[config.mk]
export PLATFORM = sky130hd
export DESIGN_NAME = sample_fifo_mem
export DESIGN_NICKNAME = d
export VERILOG_FILES = /design/src/rtl/neo_pkg.sv /design/src/rtl/sample_fifo_ram.sv /design/src/rtl/sample_fifo_mem.sv
export SDC_FILE = /design/constraint.sdc
export NUM_CORES = 1
export LEC_CHECK = 0
export CAP_MARGIN = 20
export CORE_MARGIN = 2
export CORE_UTILIZATION = 60
export CTS_CLUSTER_DIAMETER = 60
export DETAILED_ROUTE_END_ITERATION = 10
export GPL_TIMING_DRIVEN = 0
export HOLD_SLACK_MARGIN = 0.03
export PLACE_DENSITY_LB_ADDON = 0.05
export SLEW_MARGIN = 0
export SYNTH_ARGS = -nofsm -noshare
export SYNTH_HDL_FRONTEND = slang
export SYNTH_SLANG_ARGS = --single-unit
[constraint.sdc]
create_clock -name Clk -period 6.92 [get_ports Clk]
set_clock_uncertainty 0.1 [all_clocks]
set_input_delay 1.038 -clock Clk [delete_from_list [all_inputs] [get_ports Clk]]
set_output_delay 1.038 -clock Clk [all_outputs]
set_load 0.01 [all_outputs]
[src/rtl/neo_pkg.sv]
// rtl/neo_pkg.sv - shared sample types and FIFO sizing for the NEO datapath
package neo_pkg;

    localparam int SAMPLE_W   = 8;
    localparam int FIFO_DEPTH = 16;

    typedef logic signed [SAMPLE_W-1:0] sample_t;

    function automatic int ptr_w(input int depth);
        return (depth > 1) ? $clog2(depth) : 1;
    endfunction

endpackage

[src/rtl/sample_fifo_ram.sv]
// rtl/sample_fifo_ram.sv - M x N simple dual-port sample RAM with registered read
module sample_fifo_ram
    import neo_pkg::*;
#(
    parameter int N = SAMPLE_W,
    parameter int M = FIFO_DEPTH
) (
    input  logic                  Clk,
    input  logic                  reset,
    input  logic                  we,
    input  logic [ptr_w(M)-1:0]   waddr,
    input  logic signed [N-1:0]   wdata,
    input  logic                  re,
    input  logic [ptr_w(M)-1:0]   raddr,
    output logic signed [N-1:0]   rdata
);

    logic signed [N-1:0] mem [M];
    logic signed [N-1:0] rdata_d;
    logic signed [N-1:0] rdata_q;

    // The array itself is never reset; only the read register is.
    always_ff @(posedge Clk) begin
        if (we) begin
            mem[waddr] <= wdata;
        end
    end

    always_comb begin
        rdata_d = rdata_q;
        if (re) begin
            rdata_d = mem[raddr];
        end
    end

    always_ff @(posedge Clk or negedge reset) begin
        if (!reset) begin
            rdata_q <= '0;
        end else begin
            rdata_q <= rdata_d;
        end
    end

    assign rdata = rdata_q;

endmodule

[src/rtl/sample_fifo_mem.sv]
// rtl/sample_fifo_mem.sv - self-addressing sample FIFO with prefetched output stage
module sample_fifo_mem
    import neo_pkg::*;
#(
    parameter int N        = SAMPLE_W,
    parameter int M        = FIFO_DEPTH,
    parameter int AF_LEVEL = M - 2
) (
    input  logic                     Clk,
    input  logic                     reset,
    input  logic                     clear,
    input  logic                     wr_valid,
    output logic                     wr_ready,
    input  logic signed [N-1:0]      wdata,
    output logic                     rd_valid,
    input  logic                     rd_ready,
    output logic signed [N-1:0]      rdata,
    output logic [$clog2(M):0]       count,
    output logic                     full,
    output logic                     empty,
    output logic                     almost_full,
    output logic                     overflow
);

    localparam int AW = ptr_w(M);
    localparam int CW = $clog2(M) + 1;

    logic [AW-1:0] wr_ptr_d, wr_ptr_q;
    logic [AW-1:0] rd_ptr_d, rd_ptr_q;
    logic [CW-1:0] count_d, count_q;
    logic          rd_valid_d, rd_valid_q;
    logic          overflow_d, overflow_q;

    logic [CW-1:0] mem_count;
    logic          push;
    logic          pop;
    logic          load;
    logic          ram_we;
    logic          ram_re;

    always_comb begin
        full        = (count_q == CW'(M));
        empty       = (count_q == '0);
        almost_full = (count_q >= CW'(AF_LEVEL));
        wr_ready    = !full;
    end

    // count includes the output stage, so the array holds count minus rd_valid.
    always_comb begin
        push      = wr_valid && !full;
        pop       = rd_valid_q && rd_ready;
        mem_count = count_q - CW'(rd_valid_q);
        load      = (mem_count != '0) && (!rd_valid_q || pop);

        wr_ptr_d   = wr_ptr_q;
        rd_ptr_d   = rd_ptr_q;
        count_d    = count_q;
        rd_valid_d = rd_valid_q;
        overflow_d = overflow_q;
        ram_we     = 1'b0;
        ram_re     = 1'b0;

        if (clear) begin
            wr_ptr_d   = '0;
            rd_ptr_d   = '0;
            count_d    = '0;
            rd_valid_d = 1'b0;
            overflow_d = 1'b0;
        end else begin
            ram_we     = push;
            ram_re     = load;
            overflow_d = overflow_q || (wr_valid && !wr_ready);
            count_d    = count_q + CW'(push) - CW'(pop);
            if (push) begin
                wr_ptr_d = wr_ptr_q + AW'(1);
            end
            if (load) begin
                rd_ptr_d   = rd_ptr_q + AW'(1);
                rd_valid_d = 1'b1;
            end else if (pop) begin
                rd_valid_d = 1'b0;
            end
        end
    end

    always_ff @(posedge Clk or negedge reset) begin
        if (!reset) begin
            wr_ptr_q   <= '0;
            rd_ptr_q   <= '0;
            count_q    <= '0;
            rd_valid_q <= 1'b0;
            overflow_q <= 1'b0;
        end else begin
            wr_ptr_q   <= wr_ptr_d;
            rd_ptr_q   <= rd_ptr_d;
            count_q    <= count_d;
            rd_valid_q <= rd_valid_d;
            overflow_q <= overflow_d;
        end
    end

    sample_fifo_ram #(
        .N (N),
        .M (M)
    ) u_ram (
        .Clk   (Clk),
        .reset (reset),
        .we    (ram_we),
        .waddr (wr_ptr_q),
        .wdata (wdata),
        .re    (ram_re),
        .raddr (rd_ptr_q),
        .rdata (rdata)
    );

    assign count    = count_q;
    assign rd_valid = rd_valid_q;
    assign overflow = overflow_q;

endmodule

==> results of run 1 <==
==> cells in the mapped netlist, drive strengths merged, types with 4 or more instances <==
cell type,n,area share
a21oi,6,0.0047
a22oi,16,0.019
buf,10,0.014
clkbuf,5,0.0030
dfrtp,23,0.091
edfxtp,128,0.61
ha,17,0.034
inv,12,0.0071
mux2,11,0.024
mux4,32,0.12
nand2,16,0.0095
nand2b,4,0.0051
nor2,36,0.021
nor2b,8,0.0079
xnor2,6,0.0083
==> flip-flops by register name, summed over array words and instances, names as in the netlist <==
signal,cells
rd_ptr_q,4
count,5
rd_valid,1
u_ram.rdata,8
u_ram.mem,128
wr_ptr_q,4
overflow,1
==> logic make-up after synthesis <==
logic type / count (synthesis)
DFF: 151
and+or+nand+nor: 75
muxes: 45
AOI/OAI and AO/OA: 27
buffers and inverters: 27
adders and majority gates: 18
xor gates and xnor gates: 8
==> layout by cell type (no fill, tap or decap), types with 3 or more instances in the layout <==
cell / count
sky130_fd_sc_hd__mux4_1: 6
sky130_fd_sc_hd__buf_6: 3
sky130_fd_sc_hd__inv_1: 12
sky130_fd_sc_hd__nand2_1: 16
sky130_fd_sc_hd__dfrtp_1: 23
sky130_fd_sc_hd__mux2_4: 8
sky130_fd_sc_hd__nor2b_1: 8
sky130_fd_sc_hd__buf_1: 3
sky130_fd_sc_hd__xnor2_1: 6
sky130_fd_sc_hd__bufinv_16: 4
sky130_fd_sc_hd__a21oi_1: 6
sky130_fd_sc_hd__clkbuf_1: 7
sky130_fd_sc_hd__a22oi_1: 16
sky130_fd_sc_hd__clkdlybuf4s50_1: 31
sky130_fd_sc_hd__mux4_2: 26
sky130_fd_sc_hd__clkbuf_16: 16
sky130_fd_sc_hd__mux2_2: 3
sky130_fd_sc_hd__edfxtp_1: 128
sky130_fd_sc_hd__nor2_1: 36
sky130_fd_sc_hd__ha_1: 17
sky130_fd_sc_hd__nand2b_1: 3
==> stage by stage <==
stage,total power [mW],worst slack [ns],std cells
5_1_grt,2.945,3.502,550
4_1_cts,2.834,3.624,549
6_report,2.814,3.633,550
3_3_place_gp,1.883,3.356,518
2_1_floorplan,1.656,3.960,351
3_5_place_dp,1.901,3.329,518
==> worst paths after layout <==
check	from	to	depth (start not counted)
setup / recovery	count[2]	full	5
hold / removal	overflow	overflow	2
setup reg to reg	count[2]	count[4]	17
hold reg to reg	overflow	overflow	2
max in group asynchronous	reset	u_ram.rdata[5]	2
min in group asynchronous	reset	count[4]	1
==> where the power goes <==
part	leakage (nW)	switching (mW)	total (mW)	internal, mW
clock	0.288	0.352	0.935	0.584
sequential	1.45	0.0533	1.10	1.05
combinational	0.863	0.353	0.775	0.422
==> worst max-delay path: cells and delay by family (launching register included) <==
| family | cells | cell delay, ns |
|---|---|---|
| simple gates | 1 | 0.12 |
| fa+ha+maj | 1 | 0.22 |
| buf+inv | 3 | 0.81 |
| flops | 1 | 0.46 |
==> routing by layer <==
layer  track usage  up-vias  wire length, microns
li1              -     1457                     -
met1        0.3352     1637                  5086
met2        0.3594      104                  5943
met3       0.06018       16                   827
met4       0.07792        0                   156
met5             0        -                     0
==> final cells by class <==
class,instances,share of cell area
flip-flops and latches,151,0.5955
clock buffers,19,0.05682
well taps,136,0.02293
repair buffers,32,0.04384
clock inverters,12,0.02360
plain buffers,15,0.01467
inverters,12,0.006070
multi-input cells,173,0.2366
==> impl_table.tex, run 1 <==
\begin{tabular}{lr}
\hline
Metric & Value \\
\hline
\multicolumn{2}{l}{\textbf{Cells and area}} \\
\quad Final design instance area without fill & 7421 sq um \\
\quad Nets & 433 \\
\quad Area taken by multi-input logic gates & 1755 sq um \\
\quad Number of fill cells & 654 \\
\quad Post-Route Utilization & 0.7221 \\
\quad Sequential cell area & 4419 sq um \\
\quad Share of post-route cells with drive strength above 1 & 0.1787 \\
\quad \# diodes & 0 \\
\quad Area growth from synthesis to final layout & 17.26\% \\
\multicolumn{2}{l}{\textbf{Placed design}} \\
\quad Half-perimeter wire length after detailed placement & 7722 microns \\
\quad Buffers added on ports & 31 \\
\quad Routability-driven placement congestion ratio & 0.7869 \\
\quad Cell area after placement & 6809 sq um \\
\multicolumn{2}{l}{\textbf{Clocking}} \\
\quad Cts hold-fix bufs & 0 \\
\quad Number of buffers on the longest clock path & 2 \\
\quad H-Tree Level Count & 4 \\
\quad Clock latency on the worst-skew pair & 0.54 ns \\
\quad Number of instances resized during post-cts repair & 0 \\
\quad Clock tree root buffer cell & sky130\_fd\_sc\_hd\_\_clkbuf\_8 \\
\quad CTS buffer count & 17 \\
\quad Post-CTS Setup Inserts & 0 \\
\quad Clk sink count & 151 \\
\quad Worst-path clk slew & 0.06 ns \\
\quad TritonCTS clock tree & built \\
\multicolumn{2}{l}{\textbf{STA}} \\
\quad Post-layout minimum cycle time & 3.288 ns \\
\quad Finish-stage setup viols & 0 \\
\quad Setup repair after global routing missed its margin & false \\
\quad Final-report hold violation count & 0 \\
\quad Final Max Slew Viols & 0 \\
\quad Highest attainable clock frequency & 304.2 MHz \\
\quad Fin crit share & 0.4751 \\
\quad Final total negative setup slack & 0 ns \\
\quad Slew headroom & 0.4350 \\
\quad Slew at the pin with the worst max-slew slack & 0.8443 ns \\
\quad Tightest hold margin & 0.4049 ns \\
\multicolumn{2}{l}{\textbf{Floorplanning}} \\
\quad Die footprint & 11380 sq um \\
\quad Die Y & 106.7 microns \\
\quad Std-Cell Core Area & 10280 sq um \\
\quad Site row count & 37 \\
\quad Initial Utilization & 0.6158 \\
\quad Die X & 106.7 microns \\
\quad Number of I/O pins & 32 \\
\multicolumn{2}{l}{\textbf{Global route}} \\
\quad Global-route wire length before repair & 18770 microns \\
\quad GRT overflow & 0 \\
\quad Initial antenna violation count & 0 \\
\quad Number of global-route vias before repair & 3272 \\
\quad Total track usage & 0.2346 \\
\quad Largest net degree at the start of global routing & 24 \\
\multicolumn{2}{l}{\textbf{Synth}} \\
\quad Combined area of all synthesized cells & 6329 sq um \\
\quad Area fraction in compound gates after synthesis & 0.03005 \\
\quad Count of state elements after synthesis & 151 \\
\quad Synthesized Nets & 382 \\
\quad Number of flops mapped to enable cells by yosys & 128 \\
\quad Sequential element share of the synthesized area & 0.6983 \\
\quad Portion of netlist area occupied by mux cells & 0.1449 \\
\quad Number of warning messages in the yosys log & 0 \\
\quad Post-synthesis share of cell area spent on xor and xnor gates & 0.01107 \\
\quad Synth async-reset ratio & 0.1523 \\
\quad Dominant combinational cell family by area after synthesis & multiplexers \\
\quad Adder-cell share of the synthesized area & 0.03677 \\
\quad Syn Area/Cell & 18.03 sq um \\
\quad Post-Synth Simple-Gate Area & 0.05457 \\
\quad Count of cell types in the netlist & 37 \\
\quad Number of instances in the synthesized netlist & 351 \\
\quad Top FF cell, synth & sky130\_fd\_sc\_hd\_\_edfxtp\_1 \\
\multicolumn{2}{l}{\textbf{Job}} \\
\quad Number of maximum-capacitance constraint violations & 0 \\
\multicolumn{2}{l}{\textbf{Drt}} \\
\quad Number of nets with antenna violations after routing & 0 \\
\quad First-pass detailed-route iteration total & 6 \\
\quad Total routed wirelength & 12010 microns \\
\quad Number of design-rule violations left by the first detailed-router iteration & 256 \\
\quad Via/cell ratio & 5.844 \\
\quad Number of design rule violations left after detail routing & 0 \\
\quad Vias post-DR & 3214 \\
\quad Avg WL per Cell & 21.84 microns \\
\multicolumn{2}{l}{\textbf{Worst setup path}} \\
\quad Worst setup EP type & primary output \\
\quad Critical path start-end classification & reg -> out \\
\quad List of cells traversed by the critical path & inv\_1 -> ha\_1 -> nand3\_1 -> inv\_1 -> clkdlybuf4s50\_1 \\
\quad Critical path startpoint category & register \\
\quad Worst endpoint data arrival time & 2.15 ns \\
\quad R2r setup slk & 3.83 ns \\
\quad Cell occurring most often along the worst timing path & sky130\_fd\_sc\_hd\_\_inv\_1 \\
\quad Data required time of the critical path & 5.78 ns \\
\quad Slowest library cell on the worst path & sky130\_fd\_sc\_hd\_\_clkdlybuf4s50\_1 \\
\quad Maximum cell stage delay along the critical path & 0.54 ns \\
\quad Critical-path maximum fanout & 7 \\
\multicolumn{2}{l}{\textbf{Power}} \\
\quad Largest vdd supply drop & 0.0002470 V \\
\quad Power Dens Cells & 379.2 nW/um\^{}2 \\
\quad Leakage dissipation & 2.598 nW \\
\multicolumn{2}{l}{\textbf{Hold path}} \\
\quad Hold/Removal Path Class & reg -> reg \\
\multicolumn{2}{l}{\textbf{Outcome}} \\
\quad Outcome & complete, no violations \\
\hline
\end{tabular}
Power figures use the tool's default switching activity.
==> run 2: changes to the inputs <==
Settings changed: CORE_UTILIZATION 60 to 54.
Clock period 6.92 ns to 2.7 ns, I/O delays scaled along.
==> impl_table.tex, run 2 (synthesis gave the netlist of run 1 again) <==
\begin{tabular}{lr}
\hline
Metric & Value \\
\hline
\multicolumn{2}{l}{\textbf{Global route}} \\
\quad Initial antenna violation count & 0 (unchanged) \\
\quad Largest net degree at the start of global routing & 18 (-25\%) \\
\quad Global-route wire length before repair & 19730 microns (+5.1\%) \\
\quad GRT overflow & 0 (unchanged) \\
\quad Number of global-route vias before repair & 3336 (+2.0\%) \\
\quad Total track usage & 0.2203 (-0.01426) \\
\multicolumn{2}{l}{\textbf{Clocking}} \\
\quad Cts hold-fix bufs & 0 (unchanged) \\
\quad TritonCTS clock tree & built \\
\quad Clock latency on the worst-skew pair & 0.42 ns (-0.12 ns) \\
\quad Clock tree root buffer cell & sky130\_fd\_sc\_hd\_\_clkbuf\_16 \\
\quad Number of buffers on the longest clock path & 2 (unchanged) \\
\quad Worst-path clk slew & 0.06 ns (about the same) \\
\quad Clk sink count & 151 (unchanged) \\
\quad H-Tree Level Count & 4 (unchanged) \\
\quad CTS buffer count & 17 (unchanged) \\
\multicolumn{2}{l}{\textbf{Floorplanning}} \\
\quad Site row count & 39 (+5.4\%) \\
\quad Std-Cell Core Area & 11420 sq um (+11\%) \\
\quad Number of I/O pins & 32 (unchanged) \\
\quad Die footprint & 12600 sq um (+11\%) \\
\quad Initial Utilization & 0.5542 (-0.06154) \\
\quad Die Y & 112.3 microns (+5.2\%) \\
\quad Die X & 112.3 microns (+5.2\%) \\
\multicolumn{2}{l}{\textbf{Worst setup path}} \\
\quad Critical-path maximum fanout & 4 (-3) \\
\quad Critical path startpoint category & register \\
\quad Maximum cell stage delay along the critical path & 0.41 ns (-0.13 ns) \\
\quad Critical path start-end classification & reg -> reg \\
\quad List of cells traversed by the critical path & inv\_4 -> ha\_4 -> nand3\_4 -> inv\_2 -> nor2b\_4 -> inv\_1 -> ha\_1 -> inv\_1 -> ha\_2 -> inv\_2 -> fa\_2 -> nor2\_2 -> nor2\_1 -> o21bai\_1 -> xnor2\_1 -> nor2\_1 \\
\quad Worst endpoint data arrival time & 2.76 ns (+0.61 ns) \\
\quad CP Buf/Inv Count & 5 (+2) \\
\quad Worst setup EP type & register \\
\quad Data required time of the critical path & 2.89 ns (-2.89 ns) \\
\quad CP delay by family, top & adder cells \\
\quad Slowest library cell on the worst path & sky130\_fd\_sc\_hd\_\_fa\_2 \\
\multicolumn{2}{l}{\textbf{STA}} \\
\quad Slew at the pin with the worst max-slew slack & 0.8795 ns (+0.03514 ns) \\
\quad Final Max Slew Viols & 0 (unchanged) \\
\quad Slew headroom & 0.4115 (-0.02352) \\
\quad Highest attainable clock frequency & 389.0 MHz \\
\quad Post-layout worst setup margin & 0.1295 ns (-3.503 ns) \\
\quad Finish-stage setup viols & 0 (unchanged) \\
\quad Post-layout minimum cycle time & 2.570 ns \\
\quad Fin crit share & 0.9520 \\
\quad Final-report hold violation count & 0 (unchanged) \\
\multicolumn{2}{l}{\textbf{Power}} \\
\quad Largest vdd supply drop & 0.0006483 V (+160\%) \\
\quad Power Dens Cells & 946.6 nW/um\^{}2 (+150\%) \\
\quad Leakage dissipation & 2.601 nW (+0.12\%) \\
\multicolumn{2}{l}{\textbf{Drt}} \\
\quad Vias post-DR & 3239 (+0.78\%) \\
\quad Via/cell ratio & 5.753 (-1.5\%) \\
\quad Number of design rule violations left after detail routing & 0 (unchanged) \\
\quad Number of nets with antenna violations after routing & 0 (unchanged) \\
\quad Number of design-rule violations left by the first detailed-router iteration & 245 (-4.3\%) \\
\quad Total routed wirelength & 12570 microns (+4.6\%) \\
\quad First-pass detailed-route iteration total & 4 (-2) \\
\quad Avg WL per Cell & 22.32 microns (+2.2\%) \\
\multicolumn{2}{l}{\textbf{Cells and area}} \\
\quad Post-Route Utilization & 0.6535 (-0.06854) \\
\quad \# diodes & 0 (unchanged) \\
\quad Area growth from synthesis to final layout & 17.91\% \\
\quad Number of flip-flops in the largest register & 128 (unchanged) \\
\quad Most common cell after layout, fill and taps aside & sky130\_fd\_sc\_hd\_\_edfxtp\_1 \\
\quad Register with the most flip-flops & u\_ram.mem \\
\quad Final Instance Count excl. Fillers & 563 (+2.4\%) \\
\quad Number of fill cells & 820 (+25\%) \\
\quad Nets & 438 (+1.2\%) \\
\quad Share of post-route cells with drive strength above 1 & 0.2167 (+0.03792) \\
\quad Final design instance area without fill & 7462 sq um (+0.56\%) \\
\quad Commonest cells after routing, fill and taps aside & sky130\_fd\_sc\_hd\_\_edfxtp\_1 (128), sky130\_fd\_sc\_hd\_\_nor2\_1 (34), sky130\_fd\_sc\_hd\_\_clkdlybuf4s50\_1 (31), sky130\_fd\_sc\_hd\_\_mux4\_2 (26), sky130\_fd\_sc\_hd\_\_dfrtp\_1 (20) \\
\multicolumn{2}{l}{\textbf{Placed design}} \\
\quad Cell area after placement & 6865 sq um (+0.83\%) \\
\quad Post-place setup slack & -0.3239 ns (-3.653 ns) \\
\quad Routability-driven placement congestion ratio & 0.7700 (-2.1\%) \\
\quad Half-perimeter wire length after detailed placement & 8265 microns (+7.0\%) \\
\quad Buffers added on ports & 31 (unchanged) \\
\quad Cell count after placement & 526 (+1.5\%) \\
\multicolumn{2}{l}{\textbf{Job}} \\
\quad Number of maximum-capacitance constraint violations & 0 (unchanged) \\
\multicolumn{2}{l}{\textbf{Hold path}} \\
\quad Hold/Removal Path Class & in -> async \\
\multicolumn{2}{l}{\textbf{Outcome}} \\
\quad Outcome & complete, no violations \\
\hline
\end{tabular}
==> run 2: layout make-up <==
class,count,area [sq um],share of cell area
Tap cell,143,178.9,0.02398
Clock inverter,12,86.33,0.01157
Multi-Input combinational cell,173,1803,0.2416
Buffer,14,103.9,0.01392
Timing Repair Buffer,38,382.9,0.05131
Sequential cell,151,4423,0.5927
Inverter,12,47.55,0.006372
Clock buffer,20,436.7,0.05852
==> run 2: metrics by stage <==
stage / setup TNS [ns] / hold slack, ns / power, mW
2_1_floorplan: 0 / 0.009409 / 4.273
3_3_place_gp: -0.2883 / 0.3786 / 4.882
3_5_place_dp: -0.3381 / 0.3929 / 4.927
4_1_cts: 0 / 0.2045 / 7.087
5_1_grt: -0.03346 / 0.2226 / 7.415
6_report: 0 / 0.2019 / 7.064
==> run 2: power by group <==
part	total [mW]	switching [mW]	internal (mW)
sequential	2.83	0.133	2.70
clock	2.11	0.862	1.24
combinational	2.13	0.967	1.16
total	7.06	1.96	5.10
==> run 2: per-layer routing <==
metal / up-vias / track usage / share of wire
met1: 1654 / 0.3087 / 0.42
met2: 99 / 0.3357 / 0.49
li1: 1472 / - / -
met3: 14 / 0.05994 / 0.067
met5: - / 0 / 0
met4: 0 / 0.08618 / 0.017
==> run 2: final timing paths <==
check	cells after the start	slack, ns	endpoint	from
worst max register to register	16	0.13	count[4]	count[2]
worst min-delay path	1	0.20	wr_ptr_q[1]	reset
worst max-delay path	16	0.13	count[4]	count[2]
max in group asynchronous	2	1.85	count[1]	reset
min in group Clk	2	0.40	overflow	overflow
worst min register to register	2	0.40	overflow	overflow
==> run 2: what timing repair did <==
item	CTS	global route
buffers inserted	3	3
pin swaps	1	4
setup endpoints to repair	1	1
resized for setup	6	5
==> RTL edit (flow settings as in run 2) <==
One comparison of `count_q` changes from == to >=.
--- a/src/rtl/sample_fifo_mem.sv
+++ b/src/rtl/sample_fifo_mem.sv
@@ -39,7 +39,7 @@
     logic          ram_re;
 
     always_comb begin
-        full        = (count_q == CW'(M));
+        full        = (count_q >= CW'(M));
         empty       = (count_q == '0);
         almost_full = (count_q >= CW'(AF_LEVEL));
         wr_ready    = !full;
Behaviour: no difference found for any inputs over 4 cycles, from zero or initial values and one cycle with reset low; that may be too few to reach the edited logic, so the function may still have changed.
==> RTL edit against run 2 <==
- power shrank 2.6%
- worst setup slack gained 83 ps
- sequential cell count is the same
- cell area shrank 1.8%
- first-iteration DRC count grew 5.3%
- synthesized area shrank 1.5%
- fmax grew 3.3%
- synthesized cell count shrank 1.4%
- global-route usage shrank 0.27 points
- critical path depth shrank 4
- wire length shrank 1.5%
==> RTL edit: results (changes against run 2) <==
[power]
switching_share_pct=26.3  ; -1.5 points
switchingPower_uw=1810  ; -7.9%
leakagePower_uw=0.00253  ; -2.5%
pg_comb_uw=1750  ; -18%
peakVddDrop_mv=0.543  ; -16%

[placement]
routabilityCongestion=0.795  ; +3.2%
pre_cts_ws_ps=-302  ; +22.0 ps
dpl.hpwl_mm=8.06  ; -2.5%
placed_area_um2=6740  ; -1.9%

[critical_path]
arrival_ps=2680  ; -80 ps
cp_max_fo=9  ; +5

[yosys]
synth_top_cells_by_area=edfxtp_1 62%, mux4_2 11%, dfrtp_1 9.2%, ha_1 3.0%, a22oi_1 1.9%
synth_top_cells_by_count=128 x edfxtp_1, 31 x nor2_1, 30 x mux4_2
yosysSeqAreaShare_pct=70.9  ; +1.1 points
synth_cell_types=38  ; +2.7%
synth_nets=375  ; -1.8%

[detailed_routing]
post_drt_wl_per_cell_um=22.4  ; +0.25%
wl_met1_mm=5.35  ; +0.19%
dr.pass1.iters=5  ; +1
routed_via_density=5.75  ; about the same
drt-initial-drc-count=258  ; +5.3%
wl_met2_mm=6.10  ; -1.2%
met3_length_um=744  ; -12%

[global_routing]
grt_pass1_vias=3196  ; -4.2%
grt_max_degree=17  ; -1
use_met3_pct=5.44  ; -0.55 points
track_usage_pct=21.8  ; -0.27 points
use_met1_pct=30.4  ; -0.44 points
grt_use_met2_pct=33.4  ; -0.16 points
grt_pass1_wl_mm=19.2  ; -2.7%

[timing]
slew_headroom_pct=36.9  ; -4.3 points
clock.fmax_ghz=0.402  ; +3.3%

[outcome]
status=finished, final reports clean

[worst_hold_path]
hold_class=in2async

[layout]
drive_gt1_share_pct=19.0  ; -2.6 points
layout.nets=426  ; -2.7%
diodes=0  ; unchanged
fillers=819  ; -0.12%

[cts]
post_cts_buffers=0  ; -3

==> RTL edit: changes by cell type after synthesis, sizes merged, moves of 2 or more <==
cell / delta
ha: -2
buf: -3
xnor2: -3
a21oi: +2
nor2: -5
clkbuf: +4
==> RTL edit: kinds of logic after synthesis <==
group                      share of synthesized area, %
AOI/OAI and AO/OA                                  3.21
xor gates and xnor gates                          0.843
adders and majority gates                          3.33
buffers and inverters                              2.47
DFF                                                70.9
muxes                                              13.8
and+or+nand+nor                                    5.40
==> RTL edit: final cells by class <==
class	count	area share (%)
Sequential cell	151	60.3
Multi-Input combinational cell	166	22.7
Clock buffer	23	6.66
Timing Repair Buffer	32	4.44
Tap cell	143	2.44
Buffer	16	1.45
Clock inverter	9	1.35
Inverter	13	0.666
==> RTL edit: what timing repair did <==
item,in CTS,in global routing
hold endpoints to repair,0,0
endpoints found under the setup margin,0,2
gates resized for setup,0,3
==> RTL edit: path summary, 6_finish.rpt <==
check | start | end | slack (ps) | depth (start not counted)
worst max-delay path | count[4] | count[4] | 210 | 12
worst min-delay path | reset | count[1] | 290 | 1
worst max register to register | count[4] | count[4] | 210 | 12
worst min register to register | overflow | overflow | 400 | 2
max in group asynchronous | reset | u_ram.rdata[7] | 1680 | 2
min in group Clk | overflow | overflow | 400 | 2
==> RTL edit: worst max-delay path, cell delays in order, from the launching register on <==
cell and delay (ps):
dfrtp_1 480, nor2b_1 160, clkbuf_2 230, inv_2 40, ha_1 260, inv_1 60
ha_1 160, inv_1 50, fa_1 400, o21bai_1 160, a21oi_1 90, xor2_1 130
nor2_1 50
==> RTL edit: through the flow <==
stage	utilization (%)	cells
global placement	59.4	520
CTS	64.7	553
finish	64.8	553
detailed placement	59.5	521
floorplan	-	346
global route	64.8	553
